`config.mk`:
```
export PLATFORM = sky130hd
export DESIGN_NAME = fact_seq
export DESIGN_NICKNAME = d
export VERILOG_FILES = /design/src/rtl/fact_seq.sv
export SDC_FILE = /design/constraint.sdc
export NUM_CORES = 1
export LEC_CHECK = 0
export ABC_AREA = 1
export ABC_CLOCK_PERIOD_IN_PS = 3600
export CORE_MARGIN = 3
export CORE_UTILIZATION = 49
export DETAILED_ROUTE_END_ITERATION = 12
export PLACE_DENSITY_LB_ADDON = 0.12
export SETUP_SLACK_MARGIN = 0.1
export SYNTH_ARGS = -nofsm -noshare
export SYNTH_HDL_FRONTEND = slang
export SYNTH_SLANG_ARGS = --single-unit
```
`constraint.sdc`:
```
create_clock -name clk -period 3.6 [get_ports clk]
set_clock_uncertainty 0.1 [all_clocks]
set_input_delay 0.36 -clock clk [delete_from_list [all_inputs] [get_ports clk]]
set_output_delay 0.36 -clock clk [all_outputs]
set_load 0.01 [all_outputs]
```
`src/rtl/fact_seq.sv`:
```
// Bus-master sequencer that runs one factorial-accelerator transaction per start request:
// write n, write go=1, poll status, read result, write go=0.
//
// state  | meaning
// IDLE   | waiting for start, bus parked on status
// WR_N   | writing latched operand to a=0
// WR_GO  | writing go=1, launches the accelerator
// SETTLE | dead cycle for the go write to take effect
// WAIT   | polling status for err/done, bounded by TIMEOUT
// RD_RES | capturing the result from a=3
// CLR_GO | writing go=0 before returning to IDLE
module fact_seq #(
    parameter int TIMEOUT = 1024,
    parameter int CW      = $clog2(TIMEOUT + 1)
) (
    input  logic        clk,
    input  logic        rst,
    input  logic        start,
    input  logic [3:0]  n_in,
    input  logic [31:0] rd,
    output logic [1:0]  a,
    output logic        we,
    output logic [3:0]  wd,
    output logic        busy,
    output logic        res_valid,
    output logic [31:0] result,
    output logic        err,
    output logic        timeout
);

    typedef enum logic [2:0] {
        IDLE,
        WR_N,
        WR_GO,
        SETTLE,
        WAIT,
        RD_RES,
        CLR_GO
    } state_t;

    localparam logic [CW-1:0] LAST = CW'(TIMEOUT - 1);

    state_t        state;
    state_t        state_nxt;
    logic [1:0]    a_nxt;
    logic          we_nxt;
    logic [3:0]    n_q;
    logic [CW-1:0] cnt;

    always_ff @(posedge clk or posedge rst) begin
        if (rst) begin
            state <= IDLE;
            a     <= 2'd0;
            we    <= 1'b0;
        end else begin
            state <= state_nxt;
            a     <= a_nxt;
            we    <= we_nxt;
        end
    end

    // Bus address/strobe are registered from the next state so they carry no
    // decode glitches and still read 0 while reset is held.
    always_comb begin
        state_nxt = state;
        a_nxt     = 2'd2;
        we_nxt    = 1'b0;
        case (state)
            IDLE:    if (start) state_nxt = WR_N;
            WR_N:    state_nxt = WR_GO;
            WR_GO:   state_nxt = SETTLE;
            SETTLE:  state_nxt = WAIT;
            WAIT: begin
                if (rd[1])
                    state_nxt = CLR_GO;
                else if (rd[0])
                    state_nxt = RD_RES;
                else if (cnt == LAST)
                    state_nxt = CLR_GO;
            end
            RD_RES:  state_nxt = CLR_GO;
            CLR_GO:  state_nxt = IDLE;
            default: state_nxt = IDLE;
        endcase
        case (state_nxt)
            WR_N: begin
                a_nxt  = 2'd0;
                we_nxt = 1'b1;
            end
            WR_GO, CLR_GO: begin
                a_nxt  = 2'd1;
                we_nxt = 1'b1;
            end
            RD_RES:  a_nxt = 2'd3;
            default: a_nxt = 2'd2;
        endcase
    end

    always_comb begin
        wd = 4'd0;
        case (state)
            WR_N:    wd = n_q;
            WR_GO:   wd = 4'd1;
            default: wd = 4'd0;
        endcase
    end

    assign busy = (state != IDLE);

    always_ff @(posedge clk or posedge rst) begin
        if (rst) begin
            n_q       <= 4'd0;
            cnt       <= '0;
            result    <= 32'd0;
            res_valid <= 1'b0;
            err       <= 1'b0;
            timeout   <= 1'b0;
        end else begin
            res_valid <= (state == RD_RES);
            case (state)
                IDLE: begin
                    if (start) begin
                        n_q     <= n_in;
                        err     <= 1'b0;
                        timeout <= 1'b0;
                    end
                end
                SETTLE: cnt <= '0;
                WAIT: begin
                    // err wins over done when both are reported together
                    if (rd[1])
                        err <= 1'b1;
                    else if (rd[0])
                        cnt <= cnt;
                    else if (cnt == LAST)
                        timeout <= 1'b1;
                    else
                        cnt <= cnt + 1'b1;
                end
                RD_RES: result <= rd;
                default: ;
            endcase
        end
    end

endmodule

```
# Word-level counts from Yosys, hierarchy flattened
# Index checks and enable logic that the tools add are counted.
# Widths: inputs -> output; s select.
[classes]
addsub = 1
n_eq_ne = 16
n_mux = 19
n_reduce_logical = 10
[op_table]
columns = ["op", "count"]
rows = [
  ["$mux 11", 3],
  ["$pmux 11 s2", 1],
  ["$pmux 3 s6", 1],
  ["$eq 3x3->1 const B", 4],
  ["$mux 3", 4],
  ["$ne 2x2->1 const B", 6],
  ["$add 11x1->11 const B", 1],
  ["$eq 11x10->1 const B", 1],
  ["$eq 3x2->1 const B", 3],
  ["$pmux 4 s2", 1],
  ["$eq 3x1->1 const B", 2],
  ["$mux 1", 6],
  ["$pmux 2 s3", 1],
  ["$reduce_and 5->1", 1],
  ["$pmux 1 s2", 2],
  ["$reduce_and 4->1", 1],
  ["$reduce_bool 2->1", 2],
  ["$logic_not 3->1", 1],
  ["$reduce_and 3->1", 1],
  ["$reduce_bool 3->1", 1],
  ["$reduce_or 3->1", 1],
  ["$reduce_and 2->1", 1],
  ["$reduce_or 2->1", 1],
]
[word_totals]
register_bits = 56
output_inout_bits = 43
elab_cells = 55

# Depth between registers and ports, before layout
# Gate-level depths: netlist of run 1.
[depth]
word_depth = 8
mapped_depth = 10

# Worst setup path before layout of run 1
# Ideal clock, no wire load.
[synth_timing]
kind = "reg-to-reg"
start = "reg cnt[0]"
end = "reg cnt[0]"
setup_time_ns = 0.074
t_arrival_ns = 1.373
t_required_ns = 3.426
setup_slack_ns = 2.053
stages_incl_launch_ff = 11
n_path_buf = 1
cell_sequence = "dfrtp_1 -> ha_1 -> inv_1 -> nor2_2 -> nand3_2 -> nand2_2 -> nand2_2 -> nand2_4 -> buf_12 -> nand2_2 -> o21ai_2"
[synth_between]
elab_chain_len = 5
[synth_lines]
columns = ["item", "line", "source"]
rows = [
  ["start: declaration", "48", "logic [CW-1:0] cnt;"],
  ["start signal: assignment", "134", "cnt <= cnt;"],
  ["start signal: assignment", "138", "cnt <= cnt + 1'b1;"],
  ["$add 11x1->11", "138", ""],
  ["$mux 11", "135", "else if (cnt == LAST)"],
  ["$mux 11", "133", "else if (rd[0])"],
  ["$mux 11", "131", "if (rd[1])"],
  ["$pmux 11 s2", "120", "case (state)"],
]
# Parallel ways exist; a longest one is shown, timed or not. The select of a mux whose other input is x is not followed.
# A chain may end at the register's enable or synchronous reset.

# Worst setup path after layout of run 1
[layout_timing]
start = "reg state[2]"
end = "out wd[0]"
[layout_between]
elab_chain_len = 2
[layout_lines]
columns = ["item", "line", "source"]
rows = [
  ["start: declaration", "43", "state_t state;"],
  ["start signal: assignment", "56", "state <= state_nxt;"],
  ["$eq 3x2->1 or $eq 3x1->1 (tied branches)", "101", "case (state)"],
  ["$pmux 4 s2 *", "101", ""],
  ["end: declaration", "23", "output logic [3:0] wd,"],
]
# Every way passes the cells marked *; elsewhere a longest branch is shown, timed or not.

==> impl_metrics.csv, run 1 <==
group,metric,value,unit
final_layout,final_common_cell,"nand2_1",
flow_run,cap_violations,0,
sta,worstMarginPinSlew,0.556,ns
clock_network,cts_root_buf,"clkbuf_8",
placement,port_buffers,81,
final_layout,fill_cells,398,
clock_network,cts_hold_buf,0,
sta,maxSlewViolCount,0,
yosys,yosysWarnings,0,
sta,slew_headroom,62.9,%
route,routed_wl,5.44,mm
global_routing,grt_usage,19.4,%
sta,setup_viol,0,
critical_path,r2r_slack,1.77,ns
route,drc_errors,0,
yosys,synth_area_per_cell,8.35,sq um
status,outcome,"completed",
sta,finalHoldViolCount,0,
floorplan,rows,25,
pwr,pwr_density_cell,720,nW/um^2
critical_path,end_kind,"output pin",
sta,fin_crit_sh,63.4,%
final_layout,antennaDiodeCount,0,
sta,finalSetupTns,0,ns
min_path,hold_class,"input port to async pin",
clock_network,cts-resized-gates,0,
critical_path,crit_fanout,7,
yosys,synth_cell_types,24,
global_routing,grt_pass1_wl,9.31,mm
clock_network,clock_path_buffers,2,
yosys,syn_area,2520,sq um
clock_network,numCtsBuffers,5,
critical_path,path_class,"flop to output pin",
clock_network,cts.clk_slew.worst_paths,0.10,ns
critical_path,cp-start-kind,"flop",
placement,hpwlAfterDp,3.96,mm
route,via_per_inst,4.71,
route,drt_pass1_iterations,4,
sta,rsz0062_at_grt,"false",
critical_path,r2r-start,"cnt[0]$_DFFE_PP0P_",
final_layout,drive_gt1_share,9.09,%
critical_path,worstPathRequired,3.14,ns
yosys,yosysSeqAreaShare,55.6,%
route,vias,2127,
route,ant_nets,0,
sta,period_minus_slack,2.28,ns
floorplan,initial_utilization,52.0,%
critical_path,reg2regPathDepth,10,
final_layout,area_growth,37.5,%
final_layout,final_cell_mix,"nand2_1, clkdlybuf4s50_1, dfrtp_1, nor2_1, inv_1",
global_routing,antenna_found_initial,0,
yosys,synth-seq-cells,56,
pwr,leakagePower,1.62,nW
floorplan,die_y,77.7,um
floorplan,die_x,77.7,um
clock_network,cts-htree-levels,2,
clock_network,numClockSinks,56,
global_routing,grt_pass1_vias,2042,
global_routing,grt_max_degree,35,
critical_path,r2r-end,"cnt[6]$_DFFE_PP0P_",
global_routing,grt.overflow.total,0,
route,drt_iter0_drc,131,
yosys,synth_fp_nets,342,
pwr,finalPower,0.00249,W
yosys,syn_inst,302,
floorplan,die-area,6040,sq um
clock_network,post-cts-setup-buffer-count,0,
pwr,vdd_ir_drop_max,0.443,mV
final_layout,fin_nets,424,
placement,gp_congestion,0.831,
floorplan,io_pins,82,
clock_network,cts_tree,"done",
route,wl_per_cell,12.0,um
clock_network,clk_latency,0.30,ns
sta,fmax,0.438,GHz
floorplan,design.core.area,4850,sq um
critical_path,cp.arrival,1.82,ns
## power breakdown
group | internal [W] | total (W) | switching (W)
Clock | 0.000157 | 0.000358 | 0.000201
Combinational | 0.000569 | 0.00113 | 0.000565
Sequential | 0.000876 | 0.00100 | 0.000127
Total | 0.00160 | 0.00249 | 0.000893
## metal layers
layer / global-route usage [%] / part of all wire [%] / vias up
li1: - / - / 1087
met1: 24.2 / 44 / 969
met2: 31.8 / 47 / 60
met3: 6.15 / 6.6 / 11
met4: 6.41 / 2.0 / 0
met5: 0 / 0 / -
## how the worst max path moves through the flow
| stage | endpoint | startpoint | cells past startpoint | slack [ns] |
|---|---|---|---|---|
| after detailed placement | wd[0] | state[2]$_DFF_PP0_ | 4 | 1.66 |
| after CTS | wd[0] | state[2]$_DFF_PP0_ | 4 | 1.31 |
| final | wd[0] | state[2]$_DFF_PP0_ | 4 | 1.32 |
| after global routing | wd[0] | state[2]$_DFF_PP0_ | 4 | 1.27 |
| after floorplan | a[0]$_DFF_PP0_ | rst | 1 | 1.77 |
| after global placement | wd[0] | state[2]$_DFF_PP0_ | 4 | 1.72 |
## synth_stat cells
cell type	count	area share, %
a31oi_1	1	0.25
buf_12	1	0.79
buf_2	6	1.2
buf_6	1	0.45
clkinv_2	1	0.20
dfrtp_1	56	56
ha_1	1	0.50
inv_1	16	2.4
inv_2	3	0.45
nand2_1	144	21
nand2_2	7	1.7
nand2_4	1	0.45
nand3_1	6	1.2
nand3_2	3	1.2
nand4_1	3	0.74
nor2_1	21	3.1
nor2_2	4	0.99
nor2_4	1	0.45
nor3_1	1	0.20
o21ai_0	12	2.4
o21ai_1	1	0.20
o21ai_2	4	1.4
o21bai_1	1	0.30
xor2_1	7	2.4
## metrics by stage
step	setup slack, ns	hold slack (ns)	util [%]	instance area, sq um	std cells
final	1.32	0.313	71.5	3470	452
after global routing	1.27	0.344	71.5	3470	452
after CTS	1.31	0.319	71.5	3470	452
after detailed placement	1.66	0.357	69.5	3370	444
after global placement	1.72	0.353	69.5	3370	444
after floorplan	1.77	0.377	-	2520	302
## kinds of logic after synthesis
family | synth area share (%)
AO/OA/AOI/OAI | 4.52
XOR/XNOR | 2.43
adder cells (fa/ha/maj) | 0.496
buffers and inverters | 5.46
flip-flops | 55.6
AND/OR/NAND/NOR | 31.5
## sequential cells by signal, indices dropped and copies added (netlist names)
signal	count
timeout	1
res_valid	1
err	1
a	2
result	32
n_q	4
cnt	11
we	1
state	3
## final cells by class
class | instances | area [sq um] | area share (%)
multi-input combinational | 218 | 985 | 28.4
sequential | 56 | 1400 | 40.4
tap | 67 | 83.8 | 2.42
timing repair buffer | 83 | 826 | 23.8
clock inverter | 1 | 7.51 | 0.217
inverter | 20 | 76.3 | 2.20
clock buffer | 7 | 86.3 | 2.49
## worst max-delay path, stage by stage (launching register included)
cell             delay (ns)
dfrtp_1                0.40
inv_1                  0.17
nand3_1                0.18
o21ai_0                0.20
clkdlybuf4s50_1        0.57
No activity file was read; power rests on OpenSTA's default activity.
==> inputs of run 2 (changes only) <==
--- a/config.mk
+++ b/config.mk
@@ -6,9 +6,9 @@
 export NUM_CORES = 1
 export LEC_CHECK = 0
 export ABC_AREA = 1
-export ABC_CLOCK_PERIOD_IN_PS = 3600
+export ABC_CLOCK_PERIOD_IN_PS = 2250
 export CORE_MARGIN = 3
-export CORE_UTILIZATION = 49
+export CORE_UTILIZATION = 46
 export DETAILED_ROUTE_END_ITERATION = 12
 export PLACE_DENSITY_LB_ADDON = 0.12
 export SETUP_SLACK_MARGIN = 0.1
==> constraint.sdc (replaced) <==
create_clock -name clk -period 2.25 [get_ports clk]
set_clock_uncertainty 0.1 [all_clocks]
set_input_delay 0.225 -clock clk [delete_from_list [all_inputs] [get_ports clk]]
set_output_delay 0.225 -clock clk [all_outputs]
set_load 0.01 [all_outputs]
==> impl_metrics.csv, run 2 (synthesis gave the netlist of run 1 again) <==
group,metric,value,unit
status,outcome,"completed",
critical_path,path_class,"flop to output pin",
global_routing,grt_pass1_vias,2031,
route,via_per_inst,4.67,
floorplan,die_y,80.0,um
sta,slew_headroom,63.5,%
sta,worstMarginPinSlew,0.546,ns
clock_network,cts_tree,"done",
global_routing,antenna_found_initial,0,
clock_network,post-cts-setup-buffer-count,0,
final_layout,area_growth,37.8,%
sta,fmax,0.493,GHz
clock_network,clock_path_buffers,2,
placement,hpwlAfterDp,3.83,mm
final_layout,multiInputGateArea,985,sq um
clock_network,cts_root_buf,"clkbuf_8",
critical_path,crit_fanout,6,
pwr,finalPower,0.00395,W
critical_path,end_kind,"output pin",
final_layout,drive_gt1_share,9.09,%
placement,port_buffers,81,
floorplan,design.core.area,5200,sq um
critical_path,worstPathRequired,1.92,ns
sta,period_minus_slack,2.03,ns
route,vias,2124,
final_layout,fill_cells,437,
final_layout,fin_nets,424,
route,drc_errors,0,
route,ant_nets,0,
min_path,hold_class,"input port to async pin",
placement,dp_slack,0.458,ns
sta,fin_crit_sh,90.2,%
route,routed_wl,5.34,mm
final_layout,antennaDiodeCount,0,
floorplan,rows,26,
sta,finalSetupTns,0,ns
pwr,pwr_density_cell,1140,nW/um^2
critical_path,cp.arrival,1.70,ns
global_routing,grt_pass1_wl,8.92,mm
flow_run,cap_violations,0,
clock_network,numClockSinks,56,
pwr,leakagePower,1.62,nW
sta,rsz0062_at_grt,"false",
floorplan,io_pins,82,
floorplan,initial_utilization,48.4,%
critical_path,cp-start-kind,"flop",
global_routing,grt_max_degree,57,
sta,worst_slack,0.221,ns
sta,finalHoldViolCount,0,
route,drt_iter0_drc,67,
final_layout,area.sequential,1400,sq um
final_layout,utilization,66.7,%
route,wl_per_cell,11.7,um
floorplan,die_x,80.0,um
placement,gp_congestion,0.798,
final_layout,largest_register,"result",
pwr,vdd_ir_drop_max,0.662,mV
route,drt_pass1_iterations,4,
final_layout,largest_register_ffs,32,
sta,maxSlewViolCount,0,
clock_network,clk_latency,0.30,ns
clock_network,cts.clk_slew.worst_paths,0.09,ns
final_layout,final_common_cell,"nand2_1",
sta,setup_viol,0,
floorplan,die-area,6400,sq um
final_layout,reg_top3,"result (32), cnt (11), n_q (4)",
clock_network,cts-htree-levels,2,
global_routing,grt.overflow.total,0,
global_routing,grt_usage,17.8,%
final_layout,final_cell_mix,"nand2_1, clkdlybuf4s50_1, dfrtp_1, nor2_1, inv_1",
clock_network,numCtsBuffers,5,
-- run 2: power breakdown --
group	switching, W	internal, W	leakage, nW
Clock	0.000307	0.000223	0.0424
Sequential	0.000212	0.00140	0.703
Combinational	0.000890	0.000913	0.878
Total	0.00141	0.00254	1.62
-- run 2: worst paths after layout --
kind                                   startpoint                      to  slack (ns)  cells past startpoint
setup / recovery               state[1]$_DFF_PP0_                   wd[0]        0.22                      4
hold / removal                                rst  result[14]$_DFFE_PP0P_        0.18                      3
setup reg to reg               cnt[0]$_DFFE_PP0P_      cnt[3]$_DFFE_PP0P_        0.44                     10
hold reg to reg            result[12]$_DFFE_PP0P_  result[12]$_DFFE_PP0P_        0.38                      2
max in group asynchronous                     rst      cnt[0]$_DFFE_PP0P_        1.63                      3
min in group clk                           rd[10]  result[10]$_DFFE_PP0P_        0.35                      3
-- run 2: what timing repair did --
action / CTS / global route
hold buffers: 0 / 0
resized for setup: 0 / 1
setup endpoints to repair: 0 / 3
-- run 2: stage by stage --
stage               cells  hold WS, ns  area, sq um
floorplan             302        0.242         2520
global placement      447        0.352         3390
detailed placement    447        0.358         3390
CTS                   455        0.185         3470
global route          455        0.193         3470
finish                455        0.175         3470
-- run 2: cell type report --
class                   instances  area share, %
flip-flops and latches         56           40.3
clock buffers                   7           2.20
clock inverters                 1          0.252
inverters                      20           2.20
repair buffers                 83           24.1
multi-input cells             218           28.4
well taps                      70           2.52
-- run 2: worst max-delay path, stage by stage (launching register included) --
cell and delay, ns:
dfrtp_1 0.44, inv_1 0.10, nand3_1 0.14, o21ai_0 0.17, clkdlybuf4s50_1 0.56
-- run 2: metal layers --
layer  vias up  track usage (%)  wire [um]
met3         8             4.63        325
met4         0             6.93         85
met5         -                0          0
met2        59             29.2       2580
met1       970             22.3       2350
li1       1087                -          -
==> inputs of run 3 (changes only) <==
--- a/config.mk
+++ b/config.mk
@@ -7,10 +7,12 @@
 export LEC_CHECK = 0
 export ABC_AREA = 1
 export ABC_CLOCK_PERIOD_IN_PS = 2250
+export CAP_MARGIN = 20
 export CORE_MARGIN = 3
 export CORE_UTILIZATION = 46
 export DETAILED_ROUTE_END_ITERATION = 12
 export PLACE_DENSITY_LB_ADDON = 0.12
+export REMOVE_ABC_BUFFERS = 1
 export SETUP_SLACK_MARGIN = 0.1
 export SYNTH_ARGS = -nofsm -noshare
 export SYNTH_HDL_FRONTEND = slang
==> impl_metrics.csv, run 3 (synthesis gave the netlist of run 1 again) <==
group,metric,value,unit
clock_network,cts.clk_slew.worst_paths,0.10,ns
route,routed_wl,5.29,mm
final_layout,fill_cells,467,
sta,worstMarginPinSlew,0.551,ns
global_routing,grt_pass1_wl,9.00,mm
flow_run,cap_violations,0,
global_routing,grt_usage,17.7,%
final_layout,reg_top3,"result (32), cnt (11), n_q (4)",
final_layout,antennaDiodeCount,0,
final_layout,final_common_cell,"nand2_1",
clock_network,cts-htree-levels,2,
placement,gp_congestion,0.812,
clock_network,cts_tree,"done",
clock_network,post-cts-setup-buffer-count,0,
route,drt_pass1_iterations,4,
global_routing,grt_pass1_vias,2012,
pwr,leakagePower,1.62,nW
pwr,vdd_ir_drop_max,0.620,mV
sta,fmax,0.483,GHz
status,outcome,"completed",
final_layout,final-instance-count-excl-fill,455,
pwr,combPwrFrac,45.8,%
placement,port_buffers,81,
final_layout,area.sequential,1400,sq um
sta,setup_viol,0,
critical_path,cp.arrival,1.75,ns
pwr,p_int,0.00254,W
critical_path,worstPathRequired,1.92,ns
sta,fin_crit_sh,92.0,%
global_routing,grt.overflow.total,0,
route,wl_per_cell,11.6,um
final_layout,area_growth,38.2,%
pwr,pwr_density_cell,1140,nW/um^2
pwr,p_sw,0.00142,W
final_layout,fin_nets,424,
critical_path,cp.buffers_inverters,2,
floorplan,rows,26,
floorplan,initial_utilization,48.4,%
critical_path,reg2regPathDepth,10,
floorplan,die_x,80.0,um
clock_network,clock_path_buffers,2,
route,drt_iter0_drc,93,
floorplan,die-area,6400,sq um
route,vias,2111,
global_routing,antenna_found_initial,0,
pwr,seqPwrFrac,40.6,%
placement,hpwlAfterDp,3.81,mm
sta,period_minus_slack,2.07,ns
global_routing,grt_max_degree,57,
critical_path,path_class,"flop to output pin",
clock_network,numCtsBuffers,5,
floorplan,io_pins,82,
sta,maxSlewViolCount,0,
min_path,hold_class,"input port to async pin",
final_layout,final_cell_mix,"nand2_1, clkdlybuf4s50_1, dfrtp_1, nor2_1, inv_1",
route,drc_errors,0,
floorplan,design.core.area,5200,sq um
final_layout,multiInputGateArea,990,sq um
critical_path,critPathSlowestCell,"clkdlybuf4s50_1",
critical_path,cp_num_cells,4,
route,ant_nets,0,
critical_path,cp_top_family,"buffers and inverters",
floorplan,die_y,80.0,um
critical_path,cpPeakStageDelay,0.58,ns
final_layout,drive_gt1_share,9.87,%
sta,finalHoldViolCount,0,
sta,finalSetupTns,0,ns
sta,rsz0062_at_grt,"false",
route,via_per_inst,4.64,
critical_path,crit_chain,"inv_2 > nand3_2 > o21ai_0 > clkdlybuf4s50_1",
final_layout,largest_register,"result",
sta,slew_headroom,63.2,%
clock_network,cts_root_buf,"clkbuf_8",
clock_network,clk_latency,0.30,ns
pwr,swShare,35.9,%
final_layout,largest_register_ffs,32,
critical_path,end_kind,"output pin",
clock_network,numClockSinks,56,
placement,dp.cells,447,
critical_path,crit_fanout,7,
pwr,p_clk_share,13.6,%
critical_path,cp-start-kind,"flop",
==> run 3: cell count changes in the layout (fill, tap and decap cells not counted), sizes merged <==
cell      previous run  this run
clkbuf               7         6
clkinvlp             0         1
==> run 3: cell type report <==
class	count	area share, %
flip-flops and latches	56	40.3
clock buffers	6	2.08
inverters	20	2.19
repair buffers	83	24.1
multi-input cells	218	28.4
clock inverters	2	0.467
well taps	70	2.51
==> run 3: worst reg2reg max path: stages (launching register included) <==
cell and delay [ns]:
dfrtp_1 0.45, ha_1 0.27, inv_1 0.09, nor2_2 0.14, nand3_2 0.10, nand2_2 0.08
nand2_2 0.06, nand2_4 0.17, inv_2 0.12, nand2_1 0.07, o21ai_1 0.05
==> run 3: final timing paths <==
path | startpoint | end | slack [ns]
worst min-delay path | rst | result[23]$_DFFE_PP0P_ | 0.19
worst max register to register | cnt[0]$_DFFE_PP0P_ | cnt[3]$_DFFE_PP0P_ | 0.46
max in group asynchronous | rst | state[1]$_DFF_PP0_ | 1.61
worst min register to register | result[6]$_DFFE_PP0P_ | result[6]$_DFFE_PP0P_ | 0.38
worst max-delay path | state[2]$_DFF_PP0_ | wd[0] | 0.18
min in group clk | rd[20] | result[20]$_DFFE_PP0P_ | 0.34
==> run 3: power groups by stage <==
stage                     clock network, W  registers (W)  logic [W]
after global routing              0.000615        0.00166    0.00202
final                             0.000538        0.00161    0.00182
after detailed placement                 0        0.00162    0.00184
after global placement                   0        0.00161    0.00181
after CTS                         0.000562        0.00161    0.00184
after floorplan                          0        0.00178   0.000691
==> run 3: layer usage <==
metal,global-route usage [%],share of wire (%)
met2,29.5,49
met3,4.18,5.1
met1,22.4,44
met5,0,0
met4,6.42,1.8
==> run 3: timing repair <==
item | 4_1_cts | 5_1_grt
hold buffers | 0 | 0
endpoints found under the setup margin | 1 | 1
resized for setup | 1 | 2
==> run 3: stage by stage <==
step / util [%] / hold slack (ns) / instance area [sq um] / worst slack, ns / power [W]
finish: 66.9 / 0.187 / 3480 / 0.180 / 0.00396
global route: 66.9 / 0.207 / 3480 / 0.116 / 0.00430
CTS: 66.8 / 0.193 / 3480 / 0.155 / 0.00401
detailed placement: 65.1 / 0.359 / 3390 / 0.427 / 0.00346
global placement: 65.1 / 0.352 / 3390 / 0.509 / 0.00341
floorplan: - / 0.242 / 2460 / -0.167 / 0.00247
